<file path="src/rtl/sequence_tracker_logic.sv">
// Stream sink that paces up_ready, checks an incrementing sequence and keeps transfer/error statistics.
// Latency: statistics update on the clock edge of each accepted word; up_ready is a registered-state decode gated by enable/clear.
// Backpressure: up_ready asserts once every READY_PERIOD cycles and holds until a transfer; enable=0 or clear=1 drop it immediately.
//
// Ports:
//   clk, rst_n            clock (rising edge), asynchronous active-low reset
//   up_valid/up_data      producer stream in;  up_ready  sink ready out
//   enable                allow ready pacing (0 holds up_ready low)
//   clear                 synchronous clear of statistics and sequence state
//   xfer_cnt, err_cnt     saturating transfer and mismatch counters
//   err_flag              sticky mismatch indicator
//   err_expected/actual   expected/received words captured at the first mismatch
//   last_data             most recently accepted word
module sequence_tracker_logic #(
    parameter int DW           = 16,
    parameter int READY_PERIOD = 3,
    parameter int CNT_W        = 32,
    parameter int START_VAL    = 1
) (
    input  logic             clk,
    input  logic             rst_n,
    input  logic             up_valid,
    input  logic [DW-1:0]    up_data,
    output logic             up_ready,
    input  logic             enable,
    input  logic             clear,
    output logic [CNT_W-1:0] xfer_cnt,
    output logic [CNT_W-1:0] err_cnt,
    output logic             err_flag,
    output logic [DW-1:0]    err_expected,
    output logic [DW-1:0]    err_actual,
    output logic [DW-1:0]    last_data
);

    // pace only ever reaches READY_PERIOD-2, so clog2(READY_PERIOD) bits suffice
    localparam int PW = (READY_PERIOD > 2) ? $clog2(READY_PERIOD) : 1;
    localparam logic [PW-1:0] PACE_LAST = PW'((READY_PERIOD >= 2) ? READY_PERIOD - 2 : 0);
    localparam logic [DW-1:0] START_WORD = DW'(START_VAL);

    typedef enum logic [1:0] {
        S_IDLE,
        S_WAIT,
        S_RDY
    } state_t;

    state_t        state, next_state;
    logic [PW-1:0] pace, next_pace;
    logic [DW-1:0] expected;
    logic          xfer;

    // Ready is a decode of registered state; up_valid never feeds it.
    assign up_ready = enable && !clear && (state == S_RDY);
    assign xfer     = up_valid && up_ready;

    always_comb begin
        next_state = state;
        next_pace  = pace;
        if (!enable) begin
            next_state = S_IDLE;
            next_pace  = '0;
        end else begin
            case (state)
                S_IDLE: begin
                    next_pace  = '0;
                    next_state = (READY_PERIOD == 1) ? S_RDY : S_WAIT;
                end
                S_WAIT: begin
                    if (pace == PACE_LAST) begin
                        next_state = S_RDY;
                        next_pace  = '0;
                    end else begin
                        next_pace = pace + 1'b1;
                    end
                end
                S_RDY: begin
                    // with a period of 1 the sink simply stays ready
                    if (xfer && (READY_PERIOD != 1)) begin
                        next_state = S_WAIT;
                        next_pace  = '0;
                    end
                end
                default: begin
                    next_state = S_IDLE;
                    next_pace  = '0;
                end
            endcase
        end
    end

    always_ff @(posedge clk or negedge rst_n) begin
        if (!rst_n) begin
            state <= S_IDLE;
            pace  <= '0;
        end else if (clear) begin
            state <= S_IDLE;
            pace  <= '0;
        end else begin
            state <= next_state;
            pace  <= next_pace;
        end
    end

    always_ff @(posedge clk or negedge rst_n) begin
        if (!rst_n) begin
            expected     <= START_WORD;
            xfer_cnt     <= '0;
            err_cnt      <= '0;
            err_flag     <= 1'b0;
            err_expected <= '0;
            err_actual   <= '0;
            last_data    <= '0;
        end else if (clear) begin
            expected     <= START_WORD;
            xfer_cnt     <= '0;
            err_cnt      <= '0;
            err_flag     <= 1'b0;
            err_expected <= '0;
            err_actual   <= '0;
            last_data    <= '0;
        end else if (xfer) begin
            // Resync on every word, so a single dropped word costs exactly one error.
            expected  <= up_data + 1'b1;
            last_data <= up_data;
            if (xfer_cnt != '1) begin
                xfer_cnt <= xfer_cnt + 1'b1;
            end
            if (up_data != expected) begin
                err_flag <= 1'b1;
                if (err_cnt != '1) begin
                    err_cnt <= err_cnt + 1'b1;
                end
                // capture only the first mismatch since reset/clear
                if (!err_flag) begin
                    err_expected <= expected;
                    err_actual   <= up_data;
                end
            end
        end
    end

endmodule
</file>
<file path="config.mk">
export PLATFORM = sky130hd
export DESIGN_NAME = sequence_tracker_logic
export DESIGN_NICKNAME = d
export VERILOG_FILES = /design/src/rtl/sequence_tracker_logic.sv
export SDC_FILE = /design/constraint.sdc
export NUM_CORES = 1
export LEC_CHECK = 0
export CORE_MARGIN = 1
export CORE_UTILIZATION = 56
export CTS_CLUSTER_DIAMETER = 60
export DETAILED_ROUTE_END_ITERATION = 8
export GPL_ROUTABILITY_DRIVEN = 0
export PLACE_DENSITY = 0.95
export REMOVE_ABC_BUFFERS = 1
export SKIP_CTS_REPAIR_TIMING = 1
export SLEW_MARGIN = 20
export SYNTH_ARGS = -nofsm -noshare
export SYNTH_HDL_FRONTEND = slang
export SYNTH_SLANG_ARGS = --single-unit
</file>
<file path="constraint.sdc">
create_clock -name clk -period 5.6 [get_ports clk]
set_clock_uncertainty 0.05 [all_clocks]
set_input_delay 0.84 -clock clk [delete_from_list [all_inputs] [get_ports clk]]
set_output_delay 0.84 -clock clk [all_outputs]
set_load 0.02 [all_outputs]
</file>
==> Word level (Yosys, flattened, before mapping) <==
Index checks and enable logic that the tools add are counted.
{ "totals": {"ff_bits": 133, "input_bits": 21, "elab_cells": 68} }
{ "op_classes": {"reduce_logical": 14, "addsub": 4, "muxes": 32, "n_eq_ne": 9} }
{ "ops": {"columns": ["cell", "n"], "rows": [
  ["2-to-1 mux 32 bit", 7],
  ["2-to-1 mux 16 bit", 12],
  ["adder 32 x 1 -> 32 bit, second input constant", 2],
  ["inequality test 32 bit, second input constant", 2],
  ["adder 16 x 1 -> 16 bit, second input constant", 1],
  ["2-to-1 mux 2 bit", 8],
  ["inequality test 16 bit", 1],
  ["inequality test 4 bit, second input constant", 2],
  ["nonzero test 2 bit", 4],
  ["case mux 2 bit (3 select lines)", 1],
  ["AND reduction 2 bit", 3],
  ["AND reduction 3 bit", 2],
  ["== test 2 x 1 -> 1 bit, second input constant", 2],
  ["case mux 2 bit (2 select lines)", 1],
  ["logical AND 1 bit", 3],
  ["2-to-1 mux 1 bit", 3],
  ["adder 2 x 1 -> 2 bit, second input constant", 1],
  ["== test 2 bit, second input constant", 1],
  ["logical NOT 2 bit", 1],
  ["inequality test 2 bit, second input constant", 1],
  ["logical NOT 1 bit", 1]
]} }

==> Depth between registers and ports, before layout <==
Gate-level depths: netlist (run 1).
{ "logic_depth": {"word_depth": 8, "depth_mapped": 9, "mapped_depth_nobuf": 7} }

==> Least setup slack after synthesis (run 1) <==
OpenSTA, ideal clock, no wires.
{ "synth_path": {"path_kind": "in2reg", "start": "in clear", "end": "reg xfer_cnt[3]", "t_required_ns": 5.413, "setup_ns": 0.137, "cell_stages": 7, "setup_slack_ns": 2.570, "n_path_buf": 2, "t_arrival_ns": 2.844, "cell_sequence": "nor4bb_1 and2_1 buf_2 o31a_1 clkbuf_1 nand4_1 mux2i_1"} }
{ "synth_between": {"elab_chain_cells": 6} }
{ "synth_rtl": {"columns": ["item", "line", "source"], "rows": [
  ["from (decl)", "26", "input logic clear,"],
  ["logical NOT 1 bit", "52", "assign up_ready = enable && !clear && (state == S_RDY);"],
  ["logical AND 1 bit (2 in series)", "52", null],
  ["logical AND 1 bit", "53", "assign xfer = up_valid && up_ready;"],
  ["nonzero test 2 bit (no source line)", null, null],
  ["AND reduction 2 bit (no source line)", null, null],
  ["to (signal assigned)", "125", "xfer_cnt <= xfer_cnt + 1'b1;"],
  ["to (decl)", "27", "output logic [CNT_W-1:0] xfer_cnt,"]
]} }
Parallel ways exist; a longest one is shown, timed or not.
A chain may end at the register's enable or synchronous reset.

==> Final worst setup path (run 1) <==
{ "layout_path": {"start": "in up_data[10]", "end": "reg err_expected[13]"} }
{ "layout_between": {"elab_chain_cells": 3} }
{ "layout_rtl": {"columns": ["item", "line", "source"], "rows": [
  ["from (decl)", "23", "input logic [DW-1:0] up_data,"],
  ["inequality test 16 bit", "127", "if (up_data != expected) begin"],
  ["nonzero test 2 bit (no source line)", null, null],
  ["AND reduction 3 bit (no source line)", null, null],
  ["to (signal assigned)", "134", "err_expected <= expected;"],
  ["to (decl)", "30", "output logic [DW-1:0] err_expected,"]
]} }
No other way between the ends.

==> results of run 1 <==
## critical path: stages
cell and delay (ns):
clkdlybuf4s50_1 0.53, xnor2_1 0.29, nand4_1 0.15, nor4_1 0.72, nand2_1 0.34, o21a_1 0.56
mux2_2 0.44
## cells in the final DEF (no fill, tap or decap), types with 9 or more instances in the layout
cell and count:
and3_1 18, nor3_1 20, nor2b_1 24, inv_1 9, xnor2_1 24, clkdlybuf4s50_1 132, nor2_1 38, a21oi_1 30
nand2_1 102, mux2_2 22, or3_1 12, a22o_1 22, o21ai_0 47, clkbuf_16 17, nand3_1 53, mux2i_1 15
nand4_1 24, dfrtp_1 132
## layer usage
layer,share of wire,vias up
met3,0.059,49
li1,-,2858
met5,0,-
met2,0.49,238
met1,0.42,3044
met4,0.028,0
## path summary, 6_finish.rpt
check / from / to
max: up_data[10] / err_expected[13]
min: err_actual[10] / err_actual[10]
max reg2reg: err_cnt[0] / err_cnt[0]
min reg2reg: err_actual[10] / err_actual[10]
max in group asynchronous: rst_n / xfer_cnt[11]
min in group asynchronous: rst_n / last_data[13]
## where the power goes
group / switching, mW / total (mW) / internal, mW
logic: 0.157 / 0.288 / 0.132
registers: 0.0640 / 1.06 / 1.00
clock network: 0.418 / 1.09 / 0.668
total: 0.638 / 2.44 / 1.80
## kinds of logic (layout without fill, tap and decap cells)
family | Yosys count | count (layout) | synth area share
AOI/OAI and AO/OA | 148 | 148 | 0.1427
xor gates and xnor gates | 32 | 32 | 0.04087
adders and majority gates | 3 | 3 | 0.005474
buffers and inverters | 51 | 183 | 0.03211
DFF | 133 | 133 | 0.4855
muxes | 37 | 37 | 0.05802
and+or+nand+nor | 321 | 321 | 0.2354
## through the flow
| stage | cell area (µm²) | hold slack, ns | setup slack, ns | power (mW) |
|---|---|---|---|---|
| after floorplan | 6675 | 0.4490 | 1.669 | 1.202 |
| after global placement | 8245 | 0.4379 | 1.746 | 1.361 |
| after detailed placement | 8245 | 0.4447 | 1.652 | 1.368 |
| after CTS | 8823 | 0.4579 | 2.046 | 2.445 |
| after global routing | 8823 | 0.4687 | 1.852 | 2.521 |
| final | 8823 | 0.4548 | 1.975 | 2.439 |
## cell type report
cell class | count | share of cell area
clock inverter | 11 | 0.01446
timing repair buffer | 141 | 0.1571
inverter | 10 | 0.004254
tap | 147 | 0.02085
multi-input combinational | 541 | 0.3749
sequential | 133 | 0.3773
clock buffer | 21 | 0.05105
## cell usage after synthesis, types with 2 or more instances
cell,count
a22o_1,22
and4_1,3
nor3_1,20
inv_1,9
nor4_1,8
o21ai_0,47
mux2_2,22
clkbuf_1,28
buf_2,4
nor2b_1,24
buf_1,5
and3_1,18
o221ai_1,5
a211o_1,3
ha_1,3
or4_4,2
nand3_1,53
xor2_1,8
a31o_2,5
mux2i_1,15
a21oi_1,30
or4_1,4
a22oi_1,4
o31ai_1,8
dfrtp_1,132
and2_1,4
nand4_1,24
a31oi_1,4
buf_6,3
o2bb2ai_1,6
nor2_1,38
a21o_1,2
or2_2,3
xnor2_1,24
or3_1,12
o211ai_1,4
nand2_1,102
## registers in the layout, indices dropped and copies added, names as in the netlist
register      cells
err_actual       16
err_cnt          32
err_expected     16
err_flag          1
expected         16
last_data        16
pace              2
state             2
xfer_cnt         32
==> impl_metrics.json, run 1 <==
{
  "outcome": "finished clean",
  "ys_ff_latch": 133,
  "die-area_mm2": 0.01269,
  "use_met3": 0.07181,
  "p_leak_nw": 3.639,
  "grt_pass1_wl_um": 29660,
  "drt_iter0_drc": 398,
  "use_met1": 0.3766,
  "hold_depth": 1,
  "start_kind": "input pin",
  "grtUsageTotal": 0.2981,
  "synth_top_cells_by_area": "dfrtp_1 48%, nand2_1 5.6%, nand3_1 3.9%",
  "synthToLayoutAreaGrowth_pct": 28.66,
  "reg2reg_setup_slack_ns": 2.48,
  "hold_viol": 0,
  "clock.fmax_mhz": 275.9,
  "tightest_slew_ns": 1.034,
  "seq_area_frac_synth": 0.4855,
  "dpl.cell_count": 972,
  "numCtsBuffers": 17,
  "cts_sinks": 133,
  "endpoint_kind": "flip-flop",
  "cap_viol_max_count": 0,
  "fin_cells": 1004,
  "crit_fanout": 21,
  "synth_cells": 725,
  "insertion_delay_ns": 0.42,
  "synth_enable_flop_cells": 0,
  "clk_path_buf_depth": 2,
  "ys.flop_type": "dfrtp_1",
  "min_period_over_period": 0.6473,
  "htreeDepth": 4,
  "wire_per_inst_um": 18.15,
  "rsz0062_at_grt": "no",
  "grt_pass1_vias": 6022,
  "numPortBuffers": 134,
  "grt_max_degree": 73,
  "worstSetupPathType": "in -> reg",
  "avgSynthCellArea_um2": 9.459,
  "met2_usage": 0.4802,
  "avgViaCountPerCell": 6.164,
  "remaining_drc_errors": 0,
  "synth_area_mm2": 0.006858,
  "io_pins": 135,
  "grt.overflow.total": 0,
  "cp.required_ns": 5.85,
  "drive_gt1_frac": 0.08985,
  "coreArea_mm2": 0.01196,
  "routed_wl_um": 18220,
  "path_clk_slew_ns": 0.06,
  "rows": 40,
  "maxSlewHeadroom": 0.3107,
  "r2r_cells": 7,
  "fill_cells": 832,
  "p_per_area_mw_per_mm2": 276.4,
  "clockRootBuffer": "clkbuf_16",
  "slew_violations": 0,
  "ys.warnings.count": 0,
  "multi_input_area_mm2": 0.003308,
  "die_h_um": 112.7,
  "antenna_found_initial": 0,
  "setup_tns_ns": 0,
  "grt-busiest-layer": "met2",
  "hold_class": "reg -> reg",
  "period_needed_ns": 3.625,
  "ys_async_sr_fraction": 1.000,
  "fin_nets": 868,
  "dp_hpwl_um": 11530,
  "tritoncts": "built",
  "die_w_um": 112.7,
  "drtAntennaViolNets": 0,
  "finalSetupViolCount": 0,
  "worstPathArrival_ns": 3.87,
  "dr.pass1.iters": 7,
  "final_util": 0.7377,
  "peakVddDrop_mv": 0.1612,
  "yosysTopAreaCellShare": 0.4817,
  "register_area_mm2": 0.003329,
  "antenna_cells": 0,
  "yosysUniqueCellTypes": 54,
  "vias": 6189,
  "start_util": 0.5733,
  "synth.largest_area_cell": "dfrtp_1"
}
Power figures use the tool's default switching activity.
==> run 2: changes to the inputs <==
--- a/config.mk
+++ b/config.mk
@@ -6,11 +6,11 @@
 export NUM_CORES = 1
 export LEC_CHECK = 0
 export CORE_MARGIN = 1
-export CORE_UTILIZATION = 56
+export CORE_UTILIZATION = 47
 export CTS_CLUSTER_DIAMETER = 60
 export DETAILED_ROUTE_END_ITERATION = 8
 export GPL_ROUTABILITY_DRIVEN = 0
-export PLACE_DENSITY = 0.95
+export PLACE_DENSITY = 0.86
 export REMOVE_ABC_BUFFERS = 1
 export SKIP_CTS_REPAIR_TIMING = 1
 export SLEW_MARGIN = 20
==> constraint.sdc (replaced) <==
create_clock -name clk -period 3.19 [get_ports clk]
set_clock_uncertainty 0.05 [all_clocks]
set_input_delay 0.4785 -clock clk [delete_from_list [all_inputs] [get_ports clk]]
set_output_delay 0.4785 -clock clk [all_outputs]
set_load 0.02 [all_outputs]
==> run 2 against run 1 <==
Against the previous run: die area grew 19%; register-to-register slack lost 2.3 ns; cell area is 3.0% higher; worst setup slack worse by 1.8 ns; hold slack got worse by 0.43 ns; critical endpoint is now err_cnt[0].
==> impl_metrics.json, run 2 (synthesis gave the netlist of run 1 again) <==
{
  "endpoint_kind": "flip-flop",
  "tightest_slew_ns": 0.8665,
  "antenna_found_initial": 0,
  "coreArea_mm2": 0.01404,
  "numPortBuffers": 134,
  "antenna_cells": 0,
  "dr.pass1.iters": 5,
  "slew_violations": 0,
  "wire_per_inst_um": 17.29,
  "drive_gt1_frac": 0.1136,
  "p_per_area_mw_per_mm2": 477.9,
  "hold_viol": 0,
  "crit_path_start": "err_cnt[0]",
  "drt_iter0_drc": 515,
  "io_pins": 135,
  "r2r_cells": 7,
  "avgViaCountPerCell": 5.792,
  "fin_cells": 1060,
  "insertion_delay_ns": 0.43,
  "grtUsageTotal": 0.2603,
  "crit_end": "err_cnt[0]",
  "fill_cells": 1130,
  "r2r_end": "err_cnt[0]",
  "cap_viol_max_count": 0,
  "die_w_um": 122.8,
  "rr_startpoint": "err_cnt[0]",
  "rows": 43,
  "period_needed_ns": 3.000,
  "remaining_drc_errors": 0,
  "numCtsBuffers": 17,
  "tritoncts": "built",
  "routed_wl_um": 18330,
  "worstPathCellList": "ha_1 > nand3_4 > or4_4 > or4_4 > or2_0 > nand2_4 > mux2_2",
  "grt_pass1_vias": 5988,
  "grt_pass1_wl_um": 30100,
  "maxSlewHeadroom": 0.4170,
  "rsz0062_at_grt": "no",
  "crit_fanout": 13,
  "drtAntennaViolNets": 0,
  "dp_hpwl_um": 12300,
  "cts_sinks": 133,
  "start_util": 0.4884,
  "p_leak_nw": 3.777,
  "grt_max_degree": 80,
  "crit_family": "simple AND/OR/NAND/NOR gates",
  "clockRootBuffer": "clkbuf_16",
  "cp_slowest_stage_delay_ns": 0.56,
  "finalSetupViolCount": 0,
  "slowest_stage": "or4_4",
  "fin_nets": 891,
  "die_h_um": 122.8,
  "cp.required_ns": 3.45,
  "worstPathArrival_ns": 3.26,
  "synthToLayoutAreaGrowth_pct": 32.55,
  "peakVddDrop_mv": 0.3483,
  "clock.fmax_mhz": 333.3,
  "reg2reg_setup_slack_ns": 0.19,
  "hold_class": "in -> async",
  "largest_registers": "err_cnt: 32 flops, xfer_cnt: 32 flops",
  "clk_path_buf_depth": 2,
  "final_cell_mix": "132 x dfrtp_1, 132 x clkdlybuf4s50_1, 102 x nand2_1",
  "outcome": "finished clean",
  "path_buf_inv": 0,
  "critPathMostFrequentCell": "or4_4",
  "grt.overflow.total": 0,
  "start_kind": "flip-flop",
  "htreeDepth": 4,
  "die-area_mm2": 0.01508,
  "min_period_over_period": 0.9405,
  "vias": 6139,
  "total_power_mw": 4.344,
  "dpl.cell_count": 1028,
  "crit_cells": 7,
  "path_clk_slew_ns": 0.06,
  "worstSetupPathType": "reg -> reg"
}
## run 2: changes by cell type in the layout (fill, tap and decap cells not counted), sizes merged
cell    delta
buf       +23
clkbuf     +3
clkinv     -2
inv        -1
## run 2: power breakdown
group | total (mW) | switching (mW) | internal (mW)
clock | 1.95 | 0.720 | 1.23
sequential | 1.86 | 0.103 | 1.76
combinational | 0.536 | 0.286 | 0.250
total | 4.34 | 1.11 | 3.23
## run 2: worst min path at each step
stage,start,to,slack (ns),cells after the start
2_1_floorplan,rst_n,err_actual[0],0.13,0
3_3_place_gp,err_expected[8],err_expected[8],0.44,1
3_5_place_dp,err_expected[0],err_expected[0],0.44,1
4_1_cts,rst_n,last_data[1],0.06,1
5_1_grt,rst_n,last_data[1],0.1,1
6_report,rst_n,last_data[1],0.03,1
## run 2: cell type report
cell class | count | area (µm²) | share of cell area
flip-flops and latches | 133 | 3329 | 0.3663
inverters | 10 | 37.54 | 0.004129
multi-input cells | 541 | 3308 | 0.3639
well taps | 180 | 225.2 | 0.02478
clock inverters | 8 | 97.59 | 0.01074
repair buffers | 164 | 1600 | 0.1760
clock buffers | 24 | 491.7 | 0.05410
## run 2: worst reg2reg max path, delay by kind of cell (launching register included)
kind	cells	cell delay [ns]
adders and majority gates	1	0.26
muxes	1	0.36
DFF	1	0.41
and+or+nand+nor	5	1.81
## run 2: through the flow
step | setup TNS, ns | util | instance area (µm²) | setup WS (ns) | hold slack, ns
global route | 0 | 0.6473 | 9090 | 0.08176 | 0.09574
detailed placement | 0 | 0.6054 | 8501 | 0.1750 | 0.4413
floorplan | -10.85 | - | 6675 | -0.3800 | 0.1329
global placement | 0 | 0.6054 | 8501 | 0.2466 | 0.4380
finish | 0 | 0.6473 | 9090 | 0.1899 | 0.02669
CTS | 0 | 0.6473 | 9090 | 0.2059 | 0.05867
## run 2: per-layer routing
layer / up-vias / wire, µm / GRT usage
li1: 2921 / - / -
met1: 2972 / 8024 / 0.3440
met2: 221 / 8721 / 0.4063
met3: 25 / 1337 / 0.07296
met4: 0 / 241 / 0.09680
met5: - / 0 / 0
